===== config.mk =====
export PLATFORM = sky130hd
export DESIGN_NAME = booth_mul_arbiter
export DESIGN_NICKNAME = d
export VERILOG_FILES = /design/src/rtl/booth_pkg.sv /design/src/rtl/booth_core.sv /design/src/rtl/booth_mul_arbiter.sv
export SDC_FILE = /design/constraint.sdc
export NUM_CORES = 1
export LEC_CHECK = 0
export CAP_MARGIN = 10
export CELL_PAD_IN_SITES_DETAIL_PLACEMENT = 0
export CELL_PAD_IN_SITES_GLOBAL_PLACEMENT = 2
export CORE_ASPECT_RATIO = 0.75
export CORE_MARGIN = 1
export CORE_UTILIZATION = 25
export DETAILED_ROUTE_END_ITERATION = 16
export GPL_TIMING_DRIVEN = 0
export PLACE_DENSITY_LB_ADDON = 0.15
export SLEW_MARGIN = 40
export SYNTH_ARGS = -nofsm -noshare
export SYNTH_HDL_FRONTEND = slang
export SYNTH_SLANG_ARGS = --single-unit

===== constraint.sdc =====
create_clock -name clk -period 2.1 [get_ports clk]
set_clock_uncertainty 0.05 [all_clocks]
set_input_delay 0.21 -clock clk [delete_from_list [all_inputs] [get_ports clk]]
set_output_delay 0.21 -clock clk [all_outputs]
set_load 0.02 [all_outputs]

===== src/rtl/booth_pkg.sv =====
// Shared types and constants for the shared Booth multiplier.
package booth_pkg;

  typedef logic [1:0] state_t;

  localparam state_t StIdle = 2'd0;
  localparam state_t StRun  = 2'd1;
  localparam state_t StDone = 2'd2;

  // {Q[0], Q_1} recoding pairs
  localparam logic [1:0] BOOTH_SUB = 2'b10;
  localparam logic [1:0] BOOTH_ADD = 2'b01;

endpackage


===== src/rtl/booth_core.sv =====
// Sequential radix-2 Booth datapath: one add/sub-and-shift step per cycle.
module booth_core
  import booth_pkg::*;
#(
  parameter int unsigned WIDTH = 4
) (
  input  logic               clk,
  input  logic               n_rst,
  input  logic               load,
  input  logic [WIDTH-1:0]   a,
  input  logic [WIDTH-1:0]   b,
  input  logic               step,
  output logic               last,
  output logic [2*WIDTH-1:0] product
);

  localparam int unsigned CW = (WIDTH > 1) ? $clog2(WIDTH) : 1;

  // acc is one bit wider than the operands so -M never overflows
  logic [WIDTH:0]   acc_q, acc_sum, m_q;
  logic [WIDTH-1:0] q_q;
  logic             q1_q;
  logic [CW-1:0]    cnt_q;

  // Booth recoding of the current multiplier pair
  always_comb begin
    acc_sum = acc_q;
    case ({q_q[0], q1_q})
      BOOTH_SUB: acc_sum = acc_q - m_q;
      BOOTH_ADD: acc_sum = acc_q + m_q;
      default:   acc_sum = acc_q;
    endcase
  end

  // Load operands, or apply one step followed by an arithmetic right shift
  always_ff @(posedge clk or negedge n_rst) begin
    if (!n_rst) begin
      acc_q <= '0;
      q_q   <= '0;
      q1_q  <= 1'b0;
      m_q   <= '0;
      cnt_q <= '0;
    end else if (load) begin
      acc_q <= '0;
      q_q   <= a;
      q1_q  <= 1'b0;
      m_q   <= {b[WIDTH-1], b};
      cnt_q <= '0;
    end else if (step) begin
      acc_q <= {acc_sum[WIDTH], acc_sum[WIDTH:1]};
      q_q   <= {acc_sum[0], q_q[WIDTH-1:1]};
      q1_q  <= q_q[0];
      cnt_q <= cnt_q + 1'b1;
    end
  end

  assign last    = (cnt_q == CW'(WIDTH - 1));
  assign product = {acc_q[WIDTH-1:0], q_q};

endmodule


===== src/rtl/booth_mul_arbiter.sv =====
// Round-robin front end sharing one Booth multiplier between NREQ requesters.
module booth_mul_arbiter
  import booth_pkg::*;
#(
  parameter  int unsigned WIDTH = 4,
  parameter  int unsigned NREQ  = 2,
  localparam int unsigned IDW   = (NREQ > 1) ? $clog2(NREQ) : 1
) (
  input  logic                  clk,
  input  logic                  n_rst,
  input  logic [NREQ-1:0]       req_valid,
  output logic [NREQ-1:0]       req_ready,
  input  logic [NREQ*WIDTH-1:0] req_a,
  input  logic [NREQ*WIDTH-1:0] req_b,
  output logic                  rsp_valid,
  input  logic                  rsp_ready,
  output logic [2*WIDTH-1:0]    rsp_data,
  output logic [IDW-1:0]        rsp_id,
  output logic                  busy
);

  state_t           state_q, state_d;
  logic [IDW-1:0]   ptr_q, ptr_d, id_q, grant_idx;
  logic             grant_found, accept, last;
  logic [WIDTH-1:0] grant_a, grant_b;
  int unsigned      idx;

  // First valid requester at or after ptr_q, wrapping at NREQ
  always_comb begin
    grant_found = 1'b0;
    grant_idx   = '0;
    idx         = 0;
    for (int unsigned k = 0; k < NREQ; k++) begin
      idx = (32'(ptr_q) + k) % NREQ;
      if (!grant_found && req_valid[idx]) begin
        grant_found = 1'b1;
        grant_idx   = IDW'(idx);
      end
    end
  end

  assign accept    = (state_q == StIdle) && grant_found;
  assign req_ready = accept ? (NREQ'(1) << grant_idx) : '0;
  assign grant_a   = req_a[32'(grant_idx)*WIDTH +: WIDTH];
  assign grant_b   = req_b[32'(grant_idx)*WIDTH +: WIDTH];
  assign ptr_d     = accept ? IDW'((32'(grant_idx) + 1) % NREQ) : ptr_q;

  // Next-state logic: accept -> WIDTH steps -> hold result until taken
  always_comb begin
    state_d = state_q;
    case (state_q)
      StIdle:  if (accept)    state_d = StRun;
      StRun:   if (last)      state_d = StDone;
      StDone:  if (rsp_ready) state_d = StIdle;
      default:                state_d = StIdle;
    endcase
  end

  // State, arbitration pointer and response tag
  always_ff @(posedge clk or negedge n_rst) begin
    if (!n_rst) begin
      state_q <= StIdle;
      ptr_q   <= '0;
      id_q    <= '0;
    end else begin
      state_q <= state_d;
      ptr_q   <= ptr_d;
      if (accept) id_q <= grant_idx;
    end
  end

  booth_core #(
    .WIDTH(WIDTH)
  ) u_core (
    .clk     (clk),
    .n_rst   (n_rst),
    .load    (accept),
    .a       (grant_a),
    .b       (grant_b),
    .step    (state_q == StRun),
    .last    (last),
    .product (rsp_data)
  );

  assign rsp_valid = (state_q == StDone);
  assign rsp_id    = id_q;
  assign busy      = (state_q != StIdle);

endmodule

Word-level counts from Yosys, hierarchy flattened. Cells that the tools add are included.

Output and inout bits: 13. Input bits: 21. Word-level logic and storage cells: 55. Register bits: 20.

Muxes and demuxes: 22. $lt $le $gt $ge: 2. Shift operators: 3. Eq/ne operators: 8. Reductions and logical operators: 7. Add/subtract/negate cells: 5.

Operators by type and width (number): $shiftx 8x4->4 (2); $mux 2 (6); $mux 1 (10); $mux 5 (2); $pmux 5 s2 (1); $mux 4 (2); $eq 2x2->1 const B (3); $pmux 2 s3 (1); $add 5x5->5 (1); $sub 5x5->5 (1); $eq 2x1->1 const B (2); $lt 1x2->1 const B (2); $ne 2x2->1 const B (2); $reduce_bool 2->1 (2); $reduce_and 3->1 (1); $add 1x1->1 const B (2); $add 2x1->2 const B (1); $logic_and 1x1->1 (2); $logic_not 2->1 (1); $ne 2x1->1 const B (1); $shl 1x1->2 const A (1); $logic_not 1->1 (1).

Depth between registers and ports, before layout. Gate-level depths: netlist of the first run.

Depth in word-level cells: 9. Gate-level depth with buffers: 10.

Cells and area by module. From an unflattened synthesis of the first run, not the netlist that was laid out.

Cell total of the unflattened synthesis: 137. Area, all modules: 1266.2 µm².

Modules (own cells, without submodules): booth_core (seq. area each 375.4 µm², cells an instance 107, instances 1, area each 970.9 µm²); booth_mul_arbiter (seq. area each 100.1 µm², cells an instance 30, instances 1, area each 295.3 µm²).

Worst setup path before layout of the first run. OpenSTA, ideal clock, no wires.

Path kind: reg-to-reg. Start point: register u_core.q_q[0]. End point: register u_core.acc_q[3]. Buffers on the path: 0. Required time: 1.910 ns. Data arrival time: 2.064 ns. Stages on the path, launching flop included: 11. Clock period less this slack: 2.254 ns. Path slack: -0.154 ns. Cells stage by stage: dfrtp_1 -> inv_1 -> ha_1 -> mux2_2 -> inv_1 -> fa_1 -> nand2b_1 -> a21oi_1 -> xnor2_1 -> nand2b_1 -> a31oi_1.

Word-level cells in the longest chain between the ends: 4.

RTL lines: start: declaration (RTL line booth_core.sv:21) `logic [WIDTH-1:0] q_q;`; start signal: assignment (RTL line booth_core.sv:51) `q_q <= {acc_sum[0], q_q[WIDTH-1:1]};`; $eq 2x1->1 or $eq 2x2->1 (tied branches) (RTL line booth_core.sv:28) `case ({q_q[0], q1_q})`; $pmux 5 s2 (*) (RTL line booth_core.sv:28); $mux 5 (*) (RTL line booth_core.sv:49) `end else if (step) begin`; $mux 5 (*) (RTL line booth_core.sv:43) `end else if (load) begin`; end signal: assignment (RTL line booth_core.sv:50) `acc_q <= {acc_sum[WIDTH], acc_sum[WIDTH:1]};`; end: declaration (RTL line booth_core.sv:20) `logic [WIDTH:0] acc_q, acc_sum, m_q;`.

Mark *: on every way between the ends. The rest lies on a longest branch, timed or not. The select of a mux whose other input is x is not followed. A chain may end at the register's enable or synchronous reset.

Final worst setup path of the first run.
Start point: register u_core.q_q[0]. End point: register u_core.acc_q[2].

The elaborated chain is that of the path after synthesis.

==> results.yml, run 1 <==
yosys:
  synth_seq_cells: 19
  yosysTopAreaCell: "dfrtp_1"
  yosys_warnings: 0
  syn_inst: 116
  syn-num-nets: 145
  synth_top_area_frac: 0.4241
  avgSynthCellArea_um2: 9.664
  ys_types: 32
  synth_area_leaders: "dfrtp_1 42%, ha_1 7.8%, a222oi_1 7.1%, inv_1 4.0%, nor2_1 4.0%"
  yosysSeqAreaShare: 0.4241
  synth_area_um2: 1121
timing:
  finalMaxSlewViolations: 0
  finalWorstSetupSlack_ns: -0.002444
  rsz0062_at_grt: "true"
  max_slew.worst_pin.slew_ns: 0.4556
  timing.fmax_ghz: 0.4756
  holdWs_ns: 0.3810
  max_slew_margin: 0.6963
  setup_violations: 1
  hold_viol_final: 0
  fin_crit_ns: 2.102
  period_share: 1.001
floorplan:
  io_pins: 34
  die_h_um: 60.00
  start_util: 0.2683
  die_area_um2: 4759
  core_area_um2: 4179
  rows: 20
  fp.dieW_um: 79.33
critical_path:
  startpoint_type: "register"
  cp.arrival_ns: 2.21
  crit_fanout: 5
  reg2reg_slack_ns: -0.002
  worstSetupPathType: "register to register"
  worst_ep_required_time_ns: 2.21
  crit_slowest_cell: "dfrtp_2"
  r2r_start: "u_core.q_q[0]$_DFFE_PN0P_"
  ff2ff_path_depth: 8
  end_kind: "register"
  r2r-end: "u_core.acc_q[2]$_DFFE_PN0P_"
  cp_cell_sequence: "inv_2 > ha_4 > mux2_4 > ha_1 > a21o_1 > a21oi_1 > xor2_1 > o31ai_1"
  cpPeakStageDelay_ns: 0.43
cts:
  cts_tree: "done"
  clockBufferDepth: 2
  cts_root_buf: "clkbuf_8"
  cts_sinks: 19
  insertion_delay_ns: 0.26
  clkTransAtPathRegs_ns: 0.07
  cts.htree.levels: 1
  cts_buffers: 3
routing:
  dr.first_iter.drc_count: 43
  ant_nets: 0
  drt-wirelength-per-cell_um: 14.08
  drcViolationCount: 0
  wirelength_mm: 2.998
  num_vias: 1021
  viasPerCell: 4.793
  first_pass_iters: 5
global_routing:
  track_usage: 0.1430
  grt_max_degree: 20
  grt_overflow_total: 0
  grt_pass1_vias: 1004
  grt_pass1_wl_mm: 4.981
  antenna_found_initial: 0
power:
  powerDensity_nw_per_um2: 1783
  p_leak_nw: 0.7421
  power_mw: 2.946
  irDropWorstVdd_uv: 544.2
worst_hold_path:
  hp-class: "primary input to async pin"
placement:
  place_ws_ns: -0.1965
  gp_congestion: 0.7144
  dpl_cell_area_um2: 1525
  port_buffers: 33
  hpwl_mm: 2.251
outcome:
  violations: "negative setup slack"
  status: "finished, violations left"
final_layout:
  layout.nets: 188
  n_antenna_cell: 0
  final_layout_size_suffix_gt1_frac: 0.1835
  final_cell_mix: "30 x clkdlybuf4s50_1, 18 x dfrtp_1, 11 x nor2_1, 10 x inv_1, 8 x a222oi_1"
  postLayoutCellArea_um2: 1653
  final_common_cell: "clkdlybuf4s50_1"
  area_delta_synth_final_pct: 47.43
run:
  max-cap-violations: 0
cells by family (layout without fill, tap and decap cells):
family / after synthesis / count (layout) / share of synthesized area
xor gates and xnor gates: 5 / 5 / 0.03906
DFF: 19 / 19 / 0.4241
adders and majority gates: 8 / 8 / 0.09598
buffers and inverters: 17 / 59 / 0.06472
and+or+nand+nor: 31 / 31 / 0.1350
muxes: 2 / 2 / 0.01897
AOI/OAI and AO/OA: 34 / 34 / 0.2221
worst max-delay path by stage:
stage | startpoint | to | slack [ns] | depth (start not counted)
finish | u_core.q_q[0]$_DFFE_PN0P_ | u_core.acc_q[2]$_DFFE_PN0P_ | -0.002 | 8
global route | u_core.m_q[1]$_DFFE_PN0P_ | u_core.acc_q[3]$_DFFE_PN0P_ | -0.12 | 10
CTS | u_core.m_q[1]$_DFFE_PN0P_ | u_core.acc_q[3]$_DFFE_PN0P_ | 0.006 | 10
detailed placement | req_valid[1] | req_ready[1] | -0.20 | 4
global placement | req_valid[1] | req_ready[1] | -0.17 | 4
floorplan | u_core.q_q[0]$_DFFE_PN0P_ | u_core.acc_q[3]$_DFFE_PN0P_ | 0.01 | 10
Yosys cell counts:
library cell   n
a211oi_4       1
a21o_1         2
a21o_2         1
a21oi_1        7
a222oi_1       8
a22o_1         2
a31oi_1        1
a32oi_1        1
and2_1         1
and2b_2        2
buf_2          1
buf_6          1
clkbuf_1       2
dfrtp_1       19
fa_1           1
ha_1           7
inv_1         12
inv_2          1
mux2_2         1
mux2i_1        1
nand2_1        5
nand2b_1       4
nand3_1        2
nor2_1        12
nor2_2         2
nor3_1         2
o21ai_0        7
o21ai_1        3
o31ai_1        1
or2_2          1
xnor2_1        1
xor2_1         4
metrics by stage:
stage / std cells / TNS [ns] / util
finish: 213 / -0.002444 / 0.3955
global route: 213 / -0.2425 / 0.3955
detailed placement: 204 / -0.5647 / 0.3650
global placement: 204 / -0.4829 / 0.3662
floorplan: 116 / 0 / -
CTS: 212 / 0 / 0.3931
what timing repair did:
item | in CTS | in global routing
hold buffers | 1 | 0
pin swaps | 4 | 5
setup endpoints to repair | 4 | 2
hold endpoints to repair | 19 | 0
resized for setup | 9 | 2
setup buffers | 3 | 1
area by class of cell:
class	count	area, µm²
fill	437	2526
multi-input combinational	80	625.6
sequential	19	476.7
timing repair buffer	38	362.8
tap	55	68.82
inverter	13	48.80
clock buffer	3	41.29
buffer	4	23.77
clock inverter	1	5.005
state kept, by name, indices dropped and copies added, names as in the netlist:
signal / count
ptr_q: 1
u_core.cnt_q: 2
u_core.q1_q: 1
u_core.m_q: 4
u_core.q_q: 4
state_q: 2
rsp_id: 1
u_core.acc_q: 4
layer usage:
| metal | GRT usage | vias up | routed length (µm) |
|---|---|---|---|
| li1 | - | 497 | - |
| met1 | 0.1914 | 494 | 1517 |
| met2 | 0.2303 | 25 | 1300 |
| met3 | 0.03664 | 5 | 152 |
| met4 | 0.03896 | 0 | 27 |
| met5 | 0 | - | 0 |
report_power, final:
part | internal, mW | total, mW | switching (mW)
clock | 0.132 | 0.257 | 0.125
sequential | 0.548 | 0.734 | 0.186
combinational | 0.947 | 1.96 | 1.01
critical path, delay by kind of cell (launching register included):
family / cells / cell delay, ns
fa+ha+maj: 2 / 0.45
flops: 1 / 0.43
xor+xnor: 1 / 0.09
buf+inv: 1 / 0.08
mux: 1 / 0.33
compound gates: 3 / 0.57
(Power assumes the default switching activity.)
==> run 2, diff against run 1 <==
ABC_AREA = 1   (was unset)
CORE_UTILIZATION = 24   (was 25)
RECOVER_POWER = 50   (was unset)
SLEW_MARGIN = 20   (was 40)
==> results.yml, run 2 <==
critical_path:
  worstSetupStartpoint: "state_q[0]$_DFFE_PN0P_"
  crit_fanout: 10
  worstSetupPathType: "register to primary output"
  cp_cell_sequence: "nor2_1 > o21ai_2 > nor2_4 > dlygate4sd2_1"
  cp.arrival_ns: 1.69
  crit_slowest_cell: "dfrtp_1"
  cpLargestDelayFamily: "simple AND/OR/NAND/NOR gates"
  startpoint_type: "register"
  cp.buffers_inverters: 1
  worst_ep_required_time_ns: 1.84
  r2r_start: "u_core.m_q[0]$_DFFE_PN0P_"
  cpPeakStageDelay_ns: 0.46
  end_kind: "primary output"
yosys:
  yosysSeqAreaShare: 0.3893
  synth_top_area_frac: 0.3893
  yosys_warnings: 0
  synth_edf_count: 0
  syn_inst: 159
  synth_seq_cells: 19
  yosysTopAreaCell: "dfrtp_1"
  synth_area_leaders: "dfrtp_1 39%, nand2_1 14%, ha_1 7.2%, inv_1 6.5%, nand3_1 6.1%"
  synth_ff_type: "dfrtp_1"
  ys_types: 27
  synthArstFlopShare: 1.000
  synth_area_um2: 1221
  yosysMostFrequentCell: "nand2_1"
  synth_common_cells: "47 x nand2_1, 21 x inv_1, 19 x dfrtp_1, 15 x nand3_1"
  avgSynthCellArea_um2: 7.680
  syn-num-nets: 188
timing:
  fin_crit_ns: 1.955
  period_share: 0.9307
  hold_viol_final: 0
  setup_violations: 0
  finalWorstSetupSlack_ns: 0.1454
  max_slew.worst_pin.slew_ns: 0.9084
  timing.fmax_ghz: 0.5116
  max_slew_margin: 0.3924
  rsz0062_at_grt: "false"
  finalMaxSlewViolations: 0
worst_hold_path:
  hold_path.startpoint: "u_core.cnt_q[1]$_DFFE_PN0P_"
  hp-class: "register to register"
final_layout:
  layout.nets: 230
  final_common_cell: "nand2_1"
  n_antenna_cell: 0
  final_cell_mix: "47 x nand2_1, 30 x clkdlybuf4s50_1, 19 x dfrtp_1, 15 x inv_1, 12 x nand3_1"
  top_regs: "u_core.acc_q (4), u_core.m_q (4), u_core.q_q (4)"
  area_delta_synth_final_pct: 44.88
  fin_cells: 260
  final_layout_size_suffix_gt1_frac: 0.1950
routing:
  first_pass_iters: 10
  num_vias: 1165
  drcViolationCount: 3
  dr.first_iter.drc_count: 26
  drt-wirelength-per-cell_um: 12.54
  wirelength_mm: 3.260
  ant_nets: 0
  viasPerCell: 4.481
floorplan:
  die_h_um: 63.78
  die_area_um2: 5380
  core_area_um2: 4900
  fp.dieW_um: 84.37
  rows: 22
  io_pins: 34
  start_util: 0.2492
power:
  powerDensity_nw_per_um2: 1935
  p_leak_nw: 0.8178
  irDropWorstVdd_uv: 403.4
  power_mw: 3.424
placement:
  place_ws_ns: -0.1685
  gp_congestion: 0.7383
  dp.cells: 252
  hpwl_mm: 2.382
  port_buffers: 33
cts:
  cts_buffers: 3
  insertion_delay_ns: 0.26
  clockBufferDepth: 2
  cts.htree.levels: 1
  cts_root_buf: "clkbuf_8"
  cts_tree: "done"
  cts_sinks: 19
  hold_buffers: 0
  clkTransAtPathRegs_ns: 0.07
global_routing:
  grt_max_degree: 20
  antenna_found_initial: 0
  track_usage: 0.1344
  grt_pass1_vias: 1174
  grt_overflow_total: 0
  grt_pass1_wl_mm: 5.616
outcome:
  violations: "design-rule violations"
  status: "finished, violations left"
run:
  max-cap-violations: 0
-- run 2: cell types whose count changed after synthesis, sizes merged, moves of 3 or more --
cell,delta
o21ai,+5
inv,+11
a21o,-3
o211ai,+3
xor2,-3
nand2b,-4
nor2,-4
nand3,+13
a222oi,-8
nand2,+44
-- run 2: worst paths after layout --
path,depth (start not counted),slack (ns),to
hold reg to reg,2,0.43,u_core.cnt_q[1]$_DFFE_PN0P_
max in group asynchronous,1,0.97,u_core.q_q[3]$_DFFE_PN0P_
hold / removal,2,0.43,u_core.cnt_q[1]$_DFFE_PN0P_
setup reg to reg,8,0.15,u_core.acc_q[0]$_DFFE_PN0P_
setup / recovery,4,0.15,req_ready[0]
min in group asynchronous,1,0.47,state_q[0]$_DFFE_PN0P_
-- run 2: kinds of logic (layout without fill, tap and decap cells) --
kind of cell	after synthesis	in the layout	share of synthesized area
simple gates	75	75	0.2705
flops	19	19	0.3893
fa+ha+maj	8	8	0.08811
xor+xnor	1	1	0.007173
compound gates	30	30	0.1506
buf+inv	26	67	0.09427
-- run 2: what timing repair did --
| item | 4_1_cts | 5_1_grt |
|---|---|---|
| hold endpoints to repair | 0 | 0 |
| endpoints found under the setup margin | 6 | 3 |
| setup buffers | 1 | 3 |
| pin swaps | 1 | 8 |
| gates resized for setup | 13 | 15 |
-- run 2: report_power, final --
group | switching [mW] | internal [mW] | leakage, nW | total, mW
sequential | 0.161 | 0.561 | 0.232 | 0.721
combinational | 1.37 | 1.07 | 0.563 | 2.44
clock | 0.132 | 0.135 | 0.0228 | 0.267
total | 1.66 | 1.76 | 0.818 | 3.42
-- run 2: final cells by class --
class / count / area, µm²
Fill cell: 524 / 3131
Inverter: 24 / 92.59
Buffer: 2 / 22.52
Timing Repair Buffer: 37 / 357.8
Clock buffer: 4 / 45.04
Tap cell: 60 / 75.07
Sequential cell: 19 / 475.5
Multi-Input combinational cell: 114 / 700.7
-- run 2: tightest hold or removal path: stages, from the launching register on --
cell     delay (ns)
dfrtp_1        0.35
nand2_1        0.05
nand2_1        0.05
-- run 2: layer usage --
metal | wire, µm | GRT usage | share of wire | vias up
li1 | - | - | - | 599
met1 | 1696 | 0.1840 | 0.52 | 541
met2 | 1420 | 0.2162 | 0.44 | 21
met3 | 122 | 0.03488 | 0.037 | 4
met4 | 21 | 0.02542 | 0.0064 | 0
met5 | 0 | 0 | 0 | -
-- run 2: through the flow --
| stage | TNS (ns) | hold slack (ns) | cell area (µm²) | utilization |
|---|---|---|---|---|
| finish | 0 | 0.4334 | 1769 | 0.3611 |
| global route | 0 | 0.4525 | 1769 | 0.3611 |
| CTS | 0 | 0.4404 | 1725 | 0.3521 |
| detailed placement | -0.4100 | 0.4213 | 1627 | 0.3320 |
| global placement | -0.3350 | 0.4097 | 1627 | 0.3320 |
| floorplan | 0 | -0.1356 | 1221 | - |
==> run 3, diff against run 2 <==
CORE_ASPECT_RATIO = 1.75   (was 0.75)
CTS_CLUSTER_SIZE = 24   (was unset)
==> results.yml, run 3 (synthesized netlist as in run 2, its figures left out) <==
power:
  combPwrFrac: 0.719
  seqPwrFrac: 0.208
  pwr-share-clk: 0.073
  p_leak_nw: 0.8270
  p_sw_mw: 1.663
  powerDensity_nw_per_um2: 1981
  irDropWorstVdd_uv: 1000
  internal-power_mw: 1.842
  power_mw: 3.506
  swShare: 0.4744
placement:
  dpl_cell_area_um2: 1619
  hpwl_mm: 2.571
  gp_congestion: 0.7347
  port_buffers: 33
cts:
  cts_root_buf: "clkbuf_8"
  cts_buffers: 3
  insertion_delay_ns: 0.26
  cts_sinks: 19
  cts_tree: "done"
  clockBufferDepth: 2
  clkTransAtPathRegs_ns: 0.07
  hold_buffers: 0
  cts.htree.levels: 1
floorplan:
  die_h_um: 96.36
  start_util: 0.2475
  fp.dieW_um: 55.92
  io_pins: 34
  rows: 34
  core_area_um2: 4935
  die_area_um2: 5388
timing:
  timing.fmax_ghz: 0.5072
  setup_violations: 0
  max_slew.worst_pin.slew_ns: 0.8994
  period_share: 0.9388
  rsz0062_at_grt: "true"
  max_slew_margin: 0.3984
  fin_crit_ns: 1.972
  holdWs_ns: 0.4389
  finalMaxSlewViolations: 0
  hold_viol_final: 0
routing:
  wl_met3_um: 69
  drcViolationCount: 1
  first_pass_iters: 10
  met1Wirelength_mm: 1.295
  wirelength_mm: 3.304
  viasPerCell: 4.563
  ant_nets: 0
  num_vias: 1168
  routed.top_layer: "met4"
  wl_met2_mm: 1.874
  dr.first_iter.drc_count: 39
  drt-wirelength-per-cell_um: 12.91
critical_path:
  crit_fanout: 4
  startpoint_type: "register"
  worstSetupPathType: "register to register"
  cp.arrival_ns: 2.06
  worst_ep_required_time_ns: 2.19
  end_kind: "register"
global_routing:
  grt_pass1_vias: 1169
  grt_max_degree: 20
  track_usage: 0.1333
  grt_overflow_total: 0
  antenna_found_initial: 0
  grt_pass1_wl_mm: 5.513
run:
  max-cap-violations: 0
final_layout:
  top_regs: "u_core.acc_q (4), u_core.m_q (4), u_core.q_q (4)"
  area_delta_synth_final_pct: 44.88
  final_common_cell: "nand2_1"
  final_layout_size_suffix_gt1_frac: 0.1881
  final_cell_mix: "47 x nand2_1, 30 x clkdlybuf4s50_1, 19 x dfrtp_1, 17 x inv_1, 13 x nand3_1"
  fill_cells: 532
  n_antenna_cell: 0
  layout.nets: 232
  postLayoutCellArea_um2: 1769
worst_hold_path:
  hp-class: "register to register"
outcome:
  status: "finished, violations left"
  violations: "design-rule violations"
==> run 3: area by class of cell <==
type | instances | area, µm² | share of cell area
sequential | 19 | 475.5 | 0.2687
clock buffer | 4 | 45.04 | 0.02546
tap | 54 | 67.56 | 0.03819
inverter | 24 | 92.59 | 0.05233
buffer | 2 | 22.52 | 0.01273
timing repair buffer | 39 | 372.9 | 0.2107
multi-input combinational | 114 | 693.2 | 0.3918
==> run 3: per-layer routing <==
layer | GRT usage | vias to the layer above
met5 | 0 | -
met4 | 0.06098 | 0
met1 | 0.1421 | 541
li1 | - | 604
met3 | 0.01210 | 5
met2 | 0.2620 | 18
==> run 3: final timing paths <==
path                                          endpoint  cells after the start  slack, ns                   startpoint
max                        u_core.acc_q[1]$_DFFE_PN0P_                     12       0.13    u_core.m_q[0]$_DFFE_PN0P_
min                        u_core.cnt_q[0]$_DFFE_PN0P_                      1       0.44  u_core.cnt_q[0]$_DFFE_PN0P_
max reg2reg                u_core.acc_q[1]$_DFFE_PN0P_                     12       0.13    u_core.m_q[0]$_DFFE_PN0P_
min reg2reg                u_core.cnt_q[0]$_DFFE_PN0P_                      1       0.44  u_core.cnt_q[0]$_DFFE_PN0P_
max in group asynchronous       state_q[0]$_DFFE_PN0P_                      1       0.98                        n_rst
min in group asynchronous           rsp_id$_DFFE_PN0P_                      1       0.47                        n_rst
==> run 3: through the flow <==
stage | utilization | setup slack [ns] | instances | setup TNS (ns)
after floorplan | - | 0.02295 | 159 | 0
after global placement | 0.3281 | -0.1785 | 246 | -0.5138
after detailed placement | 0.3281 | -0.1981 | 246 | -0.5941
after CTS | 0.3494 | 0.002166 | 252 | 0
after global routing | 0.3585 | -0.01344 | 256 | -0.01598
final | 0.3585 | 0.1285 | 256 | 0
==> run 3: repair_timing <==
action,in CTS,in global routing
pin swaps,5,4
buffers inserted,2,4
gates resized for setup,19,4
setup endpoints to repair,6,3
==> run 3: worst max-delay path: stages, from the launching register on <==
cell       delay (ns)
dfrtp_1          0.36
inv_2            0.06
ha_1             0.20
or2_4            0.25
a21oi_2          0.13
a21oi_2          0.07
ha_4             0.30
buf_4            0.11
inv_1            0.03
nor2_1           0.08
o21ai_1          0.08
o2111ai_1        0.08
o21ai_1          0.08
==> run 3: power by group through the flow <==
stage               registers [mW]  logic [mW]  clock network, mW
floorplan                    0.795        1.39                  0
global placement             0.727        2.09                  0
detailed placement           0.734        2.11                  0
CTS                          0.731        2.37              0.271
global route                 0.760        2.84              0.282
finish                       0.729        2.52              0.257
